==> config.mk <==
export PLATFORM = sky130hd
export DESIGN_NAME = zports
export DESIGN_NICKNAME = d
export VERILOG_FILES = /design/src/rtl/zports.sv
export SDC_FILE = /design/constraint.sdc
export NUM_CORES = 1
export LEC_CHECK = 0
export CORE_UTILIZATION = 56
export DETAILED_ROUTE_END_ITERATION = 10
export PLACE_DENSITY = 0.92
export SKIP_LAST_GASP = 1
export SLEW_MARGIN = 20
export SYNTH_ARGS = -nofsm -noshare
export SYNTH_HDL_FRONTEND = slang
export SYNTH_SLANG_ARGS = --single-unit
==> constraint.sdc <==
create_clock -name fclk -period 4.3 [get_ports fclk]
set_input_delay 1.075 -clock fclk [delete_from_list [all_inputs] [get_ports fclk]]
set_output_delay 1.075 -clock fclk [all_outputs]
set_load 0.05 [all_outputs]
==> src/rtl/zports.sv <==
// zports: host-visible control/status registers for the W5300 and SL811 chips,
// covering chip reset pulses, ROM window mapping and an optional interrupt block (ZPORTS_INT_EN).
module zports #(
    parameter int unsigned RST_CYCLES = 200
) (
    input  logic       fclk,
    input  logic       zrst_n,
    input  logic       ports_wrena,
    input  logic       ports_wrstb_n,
    input  logic [1:0] ports_addr,
    input  logic [7:0] ports_wrdata,
    output logic [7:0] ports_rddata,
    output logic [1:0] rommap_win,
    output logic       rommap_ena,
    output logic       w5300_ports,
    output logic       w5300_rst_n,
    output logic       sl811_rst_n,
    input  logic       w5300_int_n,
    input  logic       sl811_intrq,
    output logic       int_n
);

    localparam logic [7:0] RST_LOAD = 8'(RST_CYCLES);

    logic [2:0] stb_sync_q;
    logic       stb_fall;
    logic       wr_commit;
    logic       wr_ctrl;
    logic       wr_scratch;

    logic [3:0] ctrl_q, ctrl_d;
    logic [7:0] scratch_q, scratch_d;
    logic [7:0] w_cnt_q, w_cnt_d;
    logic [7:0] s_cnt_q, s_cnt_d;
    logic       w_rst_n_q, s_rst_n_q;
    logic [7:0] ctrl_rd;
    logic [7:0] int_rd;

    always_ff @(posedge fclk or negedge zrst_n) begin
        if (!zrst_n) begin
            stb_sync_q <= 3'b111;
        end else begin
            stb_sync_q <= {stb_sync_q[1:0], ports_wrstb_n};
        end
    end

    // One commit per strobe assertion, however long the strobe stays low.
    assign stb_fall   = stb_sync_q[2] & ~stb_sync_q[1];
    assign wr_commit  = stb_fall & ports_wrena;
    assign wr_ctrl    = wr_commit && (ports_addr == 2'd1);
    assign wr_scratch = wr_commit && (ports_addr == 2'd3);

    always_comb begin
        ctrl_d    = ctrl_q;
        scratch_d = scratch_q;
        w_cnt_d   = w_cnt_q;
        s_cnt_d   = s_cnt_q;
        if (wr_ctrl) begin
            ctrl_d = ports_wrdata[3:0];
        end
        if (wr_scratch) begin
            scratch_d = ports_wrdata;
        end
        // A start always wins over the decrement, so a restart never lets rst_n blip high.
        if (wr_ctrl && ports_wrdata[7]) begin
            w_cnt_d = RST_LOAD;
        end else if (w_cnt_q != 8'd0) begin
            w_cnt_d = w_cnt_q - 8'd1;
        end
        if (wr_ctrl && ports_wrdata[6]) begin
            s_cnt_d = RST_LOAD;
        end else if (s_cnt_q != 8'd0) begin
            s_cnt_d = s_cnt_q - 8'd1;
        end
    end

    always_ff @(posedge fclk or negedge zrst_n) begin
        if (!zrst_n) begin
            ctrl_q    <= 4'd0;
            scratch_q <= 8'd0;
            w_cnt_q   <= RST_LOAD;
            s_cnt_q   <= RST_LOAD;
            w_rst_n_q <= 1'b0;
            s_rst_n_q <= 1'b0;
        end else begin
            ctrl_q    <= ctrl_d;
            scratch_q <= scratch_d;
            w_cnt_q   <= w_cnt_d;
            s_cnt_q   <= s_cnt_d;
            w_rst_n_q <= (w_cnt_d == 8'd0);
            s_rst_n_q <= (s_cnt_d == 8'd0);
        end
    end

    assign w5300_ports = ctrl_q[0];
    assign rommap_ena  = ctrl_q[1];
    assign rommap_win  = ctrl_q[3:2];
    assign w5300_rst_n = w_rst_n_q;
    assign sl811_rst_n = s_rst_n_q;
    assign ctrl_rd     = {~w_rst_n_q, ~s_rst_n_q, 2'b00, ctrl_q};

`ifdef ZPORTS_INT_EN
    logic       wr_int;
    logic [1:0] w_int_sync_q;
    logic [1:0] s_int_sync_q;
    logic [1:0] int_en_q, int_en_d;
    logic [1:0] int_pend;
    logic       int_n_q;

    assign wr_int   = wr_commit && (ports_addr == 2'd2);
    assign int_pend = {s_int_sync_q[1], ~w_int_sync_q[1]};

    always_comb begin
        int_en_d = int_en_q;
        if (wr_int) begin
            int_en_d = ports_wrdata[5:4];
        end
    end

    always_ff @(posedge fclk or negedge zrst_n) begin
        if (!zrst_n) begin
            w_int_sync_q <= 2'b11;
            s_int_sync_q <= 2'b00;
            int_en_q     <= 2'b00;
            int_n_q      <= 1'b1;
        end else begin
            w_int_sync_q <= {w_int_sync_q[0], w5300_int_n};
            s_int_sync_q <= {s_int_sync_q[0], sl811_intrq};
            int_en_q     <= int_en_d;
            int_n_q      <= ~|(int_pend & int_en_q);
        end
    end

    assign int_rd = {2'b00, int_en_q, 2'b00, int_pend};
    assign int_n  = int_n_q;
`else
    logic unused_int_inputs;

    assign unused_int_inputs = w5300_int_n ^ sl811_intrq;
    assign int_rd            = 8'h00;
    assign int_n             = 1'b1;
`endif

    always_comb begin
        ports_rddata = 8'hFF;
        case (ports_addr)
            2'd0:    ports_rddata = 8'hFF;
            2'd1:    ports_rddata = ctrl_rd;
            2'd2:    ports_rddata = int_rd;
            default: ports_rddata = scratch_q;
        endcase
    end

endmodule
# Word level (Yosys, flattened, before mapping)
# Cells that the tools add are included.
dict set report totals {
  ff_bits 33
  latch_bits 0
  ramBits 0
  rom_bits 0
  in_bits 16
  output_inout_bits 15
  elab_cells 31
  memories 0
}
dict set report classes {
  add_sub_neg 2
  n_mul 0
  div 0
  n_lt_le_gt_ge 0
  n_eq_ne 3
  shifts 0
  mux 5
  bitwise_logic 5
  reduce_logical 9
}
# cell n
set op_table {}
lappend op_table {{$mux W8} 4}
lappend op_table {{$pmux W8 S3} 1}
lappend op_table {{$logic_not A8 Y1} 2}
lappend op_table {{$reduce_bool A8 Y1} 2}
lappend op_table {{$sub A8 B1 Y8 const B} 2}
lappend op_table {{$eq A2 B2 Y1 const B} 2}
lappend op_table {{$logic_and A1 B1 Y1} 4}
lappend op_table {{$not A1 Y1} 3}
lappend op_table {{$and A1 B1 Y1} 2}
lappend op_table {{$eq A2 B1 Y1 const B} 1}
lappend op_table {{$logic_not A2 Y1} 1}

# Logic depth before layout (Yosys ltp)
# Gate-level depths: netlist of the first run.
dict set report depth {
  ltp_word 7
  ltp_mapped 7
  ltp_nobuf 7
}

# Worst setup path after synthesis of the first run
# Ideal clock, no wire load.
dict set report synth_path {
  path_type {input -> output}
  start {input port ports_addr[0]}
  end {output port ports_rddata[4]}
  arrival_time_ps 2373
  setup_slack_ps 852
  path_stages 2
  path_buffers 1
  path_cell_list {clkbuf_1 -> o21ai_0}
}
dict set report synth_via {
  elab_chain_cells 2
  word_cells_on_any_way 4
  classes_between {eq/ne (2); mux (1); reduce/logical (1)}
}
# item line_no
set synth_lines {}
lappend synth_lines {{from (decl)} 10} ;# input logic [1:0] ports_addr,
lappend synth_lines {{$eq A2 B2 Y1, or another cell as far along} 146} ;# case (ports_addr)
lappend synth_lines {{$pmux W8 S3 (*)} 146}
lappend synth_lines {{to (decl)} 12} ;# output logic [7:0] ports_rddata,
# Mark *: on every way between the ends. The rest lies on a longest branch, timed or not.

# Final worst setup path of the first run
dict set report layout_path {
  start {input port ports_addr[1]}
  end {output port ports_rddata[4]}
}
# The elaborated chain is that of the path after synthesis.

==> impl_metrics.yaml, run 1 <==
run_status:
  outcome: "finished clean"
critical_path:
  critPathCaptureType: "primary output"
  path_class: "input pin to primary output"
  crit_path_start_kind: "input pin"
  r2r_start: "w_cnt_q[0]"
  r2r_end: "w5300_rst_n"
  crit_fanout: 14
  r2r_slack_ns: 2.42
  reg2reg_depth: 7
  cp.arrival_ns: 2.91
  cp.required_ns: 3.22
timing:
  setup_tns_ns: 0
  rsz0062_at_grt: "false"
  setup-violations-final: 0
  slew_violations: 0
  final.period_utilization_pct: 92.7
  worst_slew_pin_slew_ns: 0.531
  skew_ns: 0.0149
  fmax_mhz: 251
  final.min_clock_period_ns: 3.98
  hold_viol_final: 0
  max_slew_margin_pct: 64.5
synthesis:
  synth.avg_cell_area_um2: 10.2
  yosysMostFrequentCell: "dfrtp_1"
  synth.largest_area_cell: "dfrtp_1"
  synth_nets: 196
  yosys-top-cells-area: "dfrtp_1 33%, dfstp_2 13%, mux2_1 7.5%"
  synth.distinct_cells: 42
  synth-edff-count: 0
  synth-seq-area-share_pct: 46.5
  synth_flop_cell: "dfrtp_1"
  syn_area_um2: 1800
  postSynthCellCount: 176
  ys_top_cells_by_count: "24 x dfrtp_1, 22 x nor2_1, 21 x nand2_1"
  async_flop_share_pct: 100
  ys_ff_latch: 33
  yosysWarnings: 0
  synth_top_area_share_pct: 33.3
clock_tree:
  cts_max_path_buffers: 2
  cts_hold_buf: 0
  tritoncts: "yes"
  numCtsBuffers: 5
  cts_resized: 0
  htreeDepth: 2
  post_cts_buffers: 0
  cts.sinks: 33
  root_buffer: "clkbuf_4"
  insertion_delay_ns: 0.34
  path_clk_slew_ns: 0.09
routing:
  drt_iter0_drc: 76
  vias_per_cell: 5.49
  dr.pass1.iters: 6
  ant_nets: 0
  wirelength_mm: 3.67
  dr_total_vias: 1368
  drc_errors: 0
  post_drt_wl_per_cell_um: 14.7
placed_design:
  postPlaceCellArea_um2: 2080
  dp_hpwl_mm: 2.61
  gp_congestion: 0.873
  io_buffers: 27
pwr:
  cellLeakagePower_nw: 0.948
  p_sw_share_pct: 38.6
  p_comb_share_pct: 35.5
  power_frac_clock_pct: 21.4
  p_sw_uw: 518
  seqPwrFrac_pct: 43.1
  p_int_uw: 823
  peakVddDrop_v: 0.000298
  powerDensity_nw_per_um2: 615
cells_and_area:
  diodes: 0
  synthToLayoutAreaGrowth_pct: 21.0
  layout-drive-gt1-share_pct: 17.1
  nets: 224
  n_fill_cell: 205
  fin_area_um2: 2180
floorplan:
  coreArea_um2: 3050
  std_cell_rows: 20
  chipWidth_um: 58.7
  io-pin-count: 31
  dieArea_um2: 3450
  start_util_pct: 59.0
  die_h_um: 58.7
flow_run:
  maxCapViolations: 0
global_routing:
  overflow: 0
  grt_max_degree: 34
  grt_pass1_vias: 1341
  antenna_found_initial: 0
  track_usage_pct: 24.3
  grt_pass1_wl_mm: 6.18
hold_path:
  worstHoldPathCells: 0
  hp-class: "register to register"
  hp-start: "stb_sync_q[0]"
  worstHoldEndpoint: "stb_sync_q[1]"
kinds of logic after synthesis:
logic type               synth area share [%]
XOR/XNOR                                 3.89
other                                   0.208
multiplexers                             10.8
adder cells (fa/ha/maj)                  2.78
flip-flops                               46.5
buffers and inverters                    4.10
AND/OR/NAND/NOR                          23.5
AO/OA/AOI/OAI                            8.26
final cells by class:
class,count,area [um2],share of cell area (%)
multi-input cells,129,891,40.9
flip-flops and latches,33,837,38.4
repair buffers,28,268,12.3
clock inverters,3,65.1,2.99
well taps,44,55.1,2.53
clock buffers,5,37.5,1.72
inverters,7,26.3,1.21
placed cells by master (no fill, tap or decap), types with 6 or more instances in the layout:
cell and n:
a21oi_1 11, nand2_1 21, clkdlybuf4s50_1 23, inv_1 7
mux2i_1 6, dfstp_2 9, mux2_1 12, dfrtp_1 24
nor2_1 22
metal layers:
metal	up-vias	wire, um	GRT usage, %
li1	661	-	-
met1	662	1640	29.6
met2	36	1780	40.6
met3	9	168	6.37
met4	0	76	10.2
met5	-	0	0
critical path, stage by stage:
cell             delay [ns]
clkdlybuf4s50_1        0.77
nand3_1                0.13
o21ai_0                0.10
clkdlybuf4s50_1        0.83
state kept, by name, indices dropped and copies added (netlist names):
name	flops
s_cnt_q	8
scratch_q	8
w_cnt_q	8
ctrl_q	4
stb_sync_q	3
sl811_rst_n	1
w5300_rst_n	1
power by group through the flow:
stage          Clock (mW)  Combinational [mW]  Sequential (mW)
4_1_cts             0.296               0.475            0.573
5_1_grt             0.307               0.528            0.592
3_3_place_gp            0               0.448            0.565
2_1_floorplan           0               0.378            0.563
3_5_place_dp            0               0.471            0.578
6_report            0.287               0.476            0.578
worst max path at each step:
stage          cells after the start  slack [ns]     startpoint              end
2_1_floorplan                      2        0.85  ports_addr[0]  ports_rddata[4]
3_3_place_gp                       4        0.37  ports_addr[1]  ports_rddata[4]
3_5_place_dp                       4        0.32  ports_addr[1]  ports_rddata[4]
4_1_cts                            4        0.32  ports_addr[1]  ports_rddata[4]
5_1_grt                            4        0.25  ports_addr[0]  ports_rddata[4]
6_report                           4        0.32  ports_addr[1]  ports_rddata[4]
stage by stage:
stage	total power, mW	util (%)	hold WS [ns]	setup slack, ns	std cells
global placement	1.01	68.0	0.348	0.375	241
detailed placement	1.05	68.0	0.349	0.320	241
finish	1.34	71.4	0.359	0.316	249
global route	1.43	71.4	0.373	0.247	249
floorplan	0.941	-	0.345	0.852	176
CTS	1.34	71.4	0.362	0.318	249
Power figures use the tool's default switching activity.
==> run 2, diff against run 1 <==
--- a/config.mk
+++ b/config.mk
@@ -5,6 +5,7 @@
 export SDC_FILE = /design/constraint.sdc
 export NUM_CORES = 1
 export LEC_CHECK = 0
+export CAP_MARGIN = 5
 export CORE_UTILIZATION = 56
 export DETAILED_ROUTE_END_ITERATION = 10
 export PLACE_DENSITY = 0.92
==> results of run 2 <==
The final DEF is identical to that of run 1; final timing and power are the same.
==> run 3, diff against run 2 <==
--- a/config.mk
+++ b/config.mk
@@ -6,9 +6,10 @@
 export NUM_CORES = 1
 export LEC_CHECK = 0
 export CAP_MARGIN = 5
-export CORE_UTILIZATION = 56
+export CORE_UTILIZATION = 54
+export CTS_BUF_LIST = sky130_fd_sc_hd__clkbuf_8
 export DETAILED_ROUTE_END_ITERATION = 10
-export PLACE_DENSITY = 0.92
+export PLACE_DENSITY = 0.89
 export SKIP_LAST_GASP = 1
 export SLEW_MARGIN = 20
 export SYNTH_ARGS = -nofsm -noshare
==> constraint.sdc (replaced) <==
create_clock -name fclk -period 4.5 [get_ports fclk]
set_input_delay 1.125 -clock fclk [delete_from_list [all_inputs] [get_ports fclk]]
set_output_delay 1.125 -clock fclk [all_outputs]
set_load 0.05 [all_outputs]
==> run 3 against run 2 <==
Effect of this change:
- core utilization shrank 0.71 points
- die area up 3.6%
- worst setup slack gained 0.13 ns
- total power shrank 3.5%
- clock skew fell by 0.0072 ns
- wire length up 3.6%
- via count fell by 1.8%
- critical endpoint unchanged
- largest cell class unchanged
- highest routed layer unchanged
==> impl_metrics.yaml, run 3 (synthesis gave the netlist of run 1 again) <==
critical_path:
  cp.arrival_ns: 2.93
  crit_path_start_kind: "input pin"
  critPathCaptureType: "primary output"
  r2r_slack_ns: 2.53
  cp.required_ns: 3.38
  path_class: "input pin to primary output"
  reg2reg_depth: 7
  r2r_start: "w_cnt_q[0]"
  r2r_end: "w5300_rst_n"
  crit_fanout: 14
clock_tree:
  post_cts_buffers: 0
  cts_resized: 0
  insertion_delay_ns: 0.29
  numCtsBuffers: 5
  tritoncts: "yes"
  cts_max_path_buffers: 2
  cts.sinks: 33
  cts_hold_buf: 0
  htreeDepth: 2
  path_clk_slew_ns: 0.07
  root_buffer: "clkbuf_8"
routing:
  vias_per_cell: 5.39
  ant_nets: 0
  dr.pass1.iters: 4
  drc_errors: 0
  drt_iter0_drc: 62
  wirelength_mm: 3.80
  post_drt_wl_per_cell_um: 15.3
  dr_total_vias: 1343
placed_design:
  gp_congestion: 0.819
  dp_hpwl_mm: 2.75
  place_ws_ns: 0.455
  io_buffers: 27
timing:
  setup-violations-final: 0
  slew_violations: 0
  rsz0062_at_grt: "false"
  fmax_mhz: 246
  final.period_utilization_pct: 90.2
  skew_ns: 0.00770
  final.min_clock_period_ns: 4.06
  whs_ns: 0.365
  setup_slack_ns: 0.441
  max_slew_margin_pct: 65.9
  hold_viol_final: 0
  worst_slew_pin_slew_ns: 0.510
  setup_tns_ns: 0
floorplan:
  die_h_um: 59.8
  io-pin-count: 31
  start_util_pct: 58.1
  chipWidth_um: 59.8
  dieArea_um2: 3570
  coreArea_um2: 3100
  std_cell_rows: 20
flow_run:
  maxCapViolations: 0
hold_path:
  worstHoldEndpoint: "stb_sync_q[1]"
  hp-start: "stb_sync_q[0]"
  worstHoldPathCells: 0
  hp-class: "register to register"
cells_and_area:
  nets: 224
  final_cell_mix: "24 x dfrtp_1, 23 x clkdlybuf4s50_1, 22 x nor2_1"
  final_core_utilization_pct: 70.7
  n_fill_cell: 230
  biggestRegsByFlops: "s_cnt_q x8, scratch_q x8, w_cnt_q x8"
  layout_commonest_cell: "dfrtp_1"
  synthToLayoutAreaGrowth_pct: 21.7
  diodes: 0
  layout-drive-gt1-share_pct: 16.6
run_status:
  outcome: "finished clean"
global_routing:
  grt_pass1_wl_mm: 6.00
  grt_max_degree: 34
  antenna_found_initial: 0
  overflow: 0
  track_usage_pct: 23.6
  grt_pass1_vias: 1349
pwr:
  power.total_mw: 1.29
  peakVddDrop_v: 0.000326
  cellLeakagePower_nw: 0.955
  powerDensity_nw_per_um2: 590
==> run 3: cell count changes in the layout (fill, tap and decap cells not counted) <==
cell | before | now
bufinv_16 | 2 | 1
inv_1 | 7 | 8
clkbuf_4 | 5 | 0
clkinv_2 | 1 | 0
clkbuf_8 | 0 | 6
==> run 3: worst max path at each step <==
stage | start | to | slack, ns | cells past startpoint
floorplan | ports_addr[0] | ports_rddata[4] | 0.95 | 2
CTS | ports_addr[1] | ports_rddata[5] | 0.46 | 4
global route | ports_addr[1] | ports_rddata[4] | 0.34 | 4
global placement | ports_addr[1] | ports_rddata[5] | 0.47 | 4
finish | ports_addr[1] | ports_rddata[4] | 0.44 | 4
detailed placement | ports_addr[1] | ports_rddata[5] | 0.46 | 4
==> run 3: area by class of cell <==
class | count | area (um2) | area share [%]
Sequential cell | 33 | 837 | 38.2
Tap cell | 44 | 55.1 | 2.51
Clock inverter | 2 | 33.8 | 1.54
Clock buffer | 6 | 82.6 | 3.76
Timing Repair Buffer | 28 | 268 | 12.2
Multi-Input combinational cell | 129 | 891 | 40.6
Inverter | 7 | 26.3 | 1.20
==> run 3: metal layers <==
| metal | global-route usage (%) | part of all wire [%] |
|---|---|---|
| met1 | 27.1 | 43 |
| met2 | 39.5 | 54 |
| met3 | 7.58 | 2.6 |
| met4 | 11.6 | 1.1 |
| met5 | 0 | 0 |
==> run 3: report_power, final <==
part,internal (mW),total [mW],switching (mW)
Clock,0.178,0.283,0.105
Combinational,0.204,0.459,0.255
Sequential,0.412,0.552,0.140
==> run 3: metrics by stage <==
step / cells / instance area, um2
2_1_floorplan: 176 / 1800
3_3_place_gp: 241 / 2080
3_5_place_dp: 241 / 2080
4_1_cts: 249 / 2190
5_1_grt: 249 / 2190
6_report: 249 / 2190
==> run 3: critical path, cell delays in order <==
cell,delay [ns]
clkdlybuf4s50_1,0.75
nand3_1,0.12
o21ai_0,0.10
clkdlybuf4s50_1,0.84
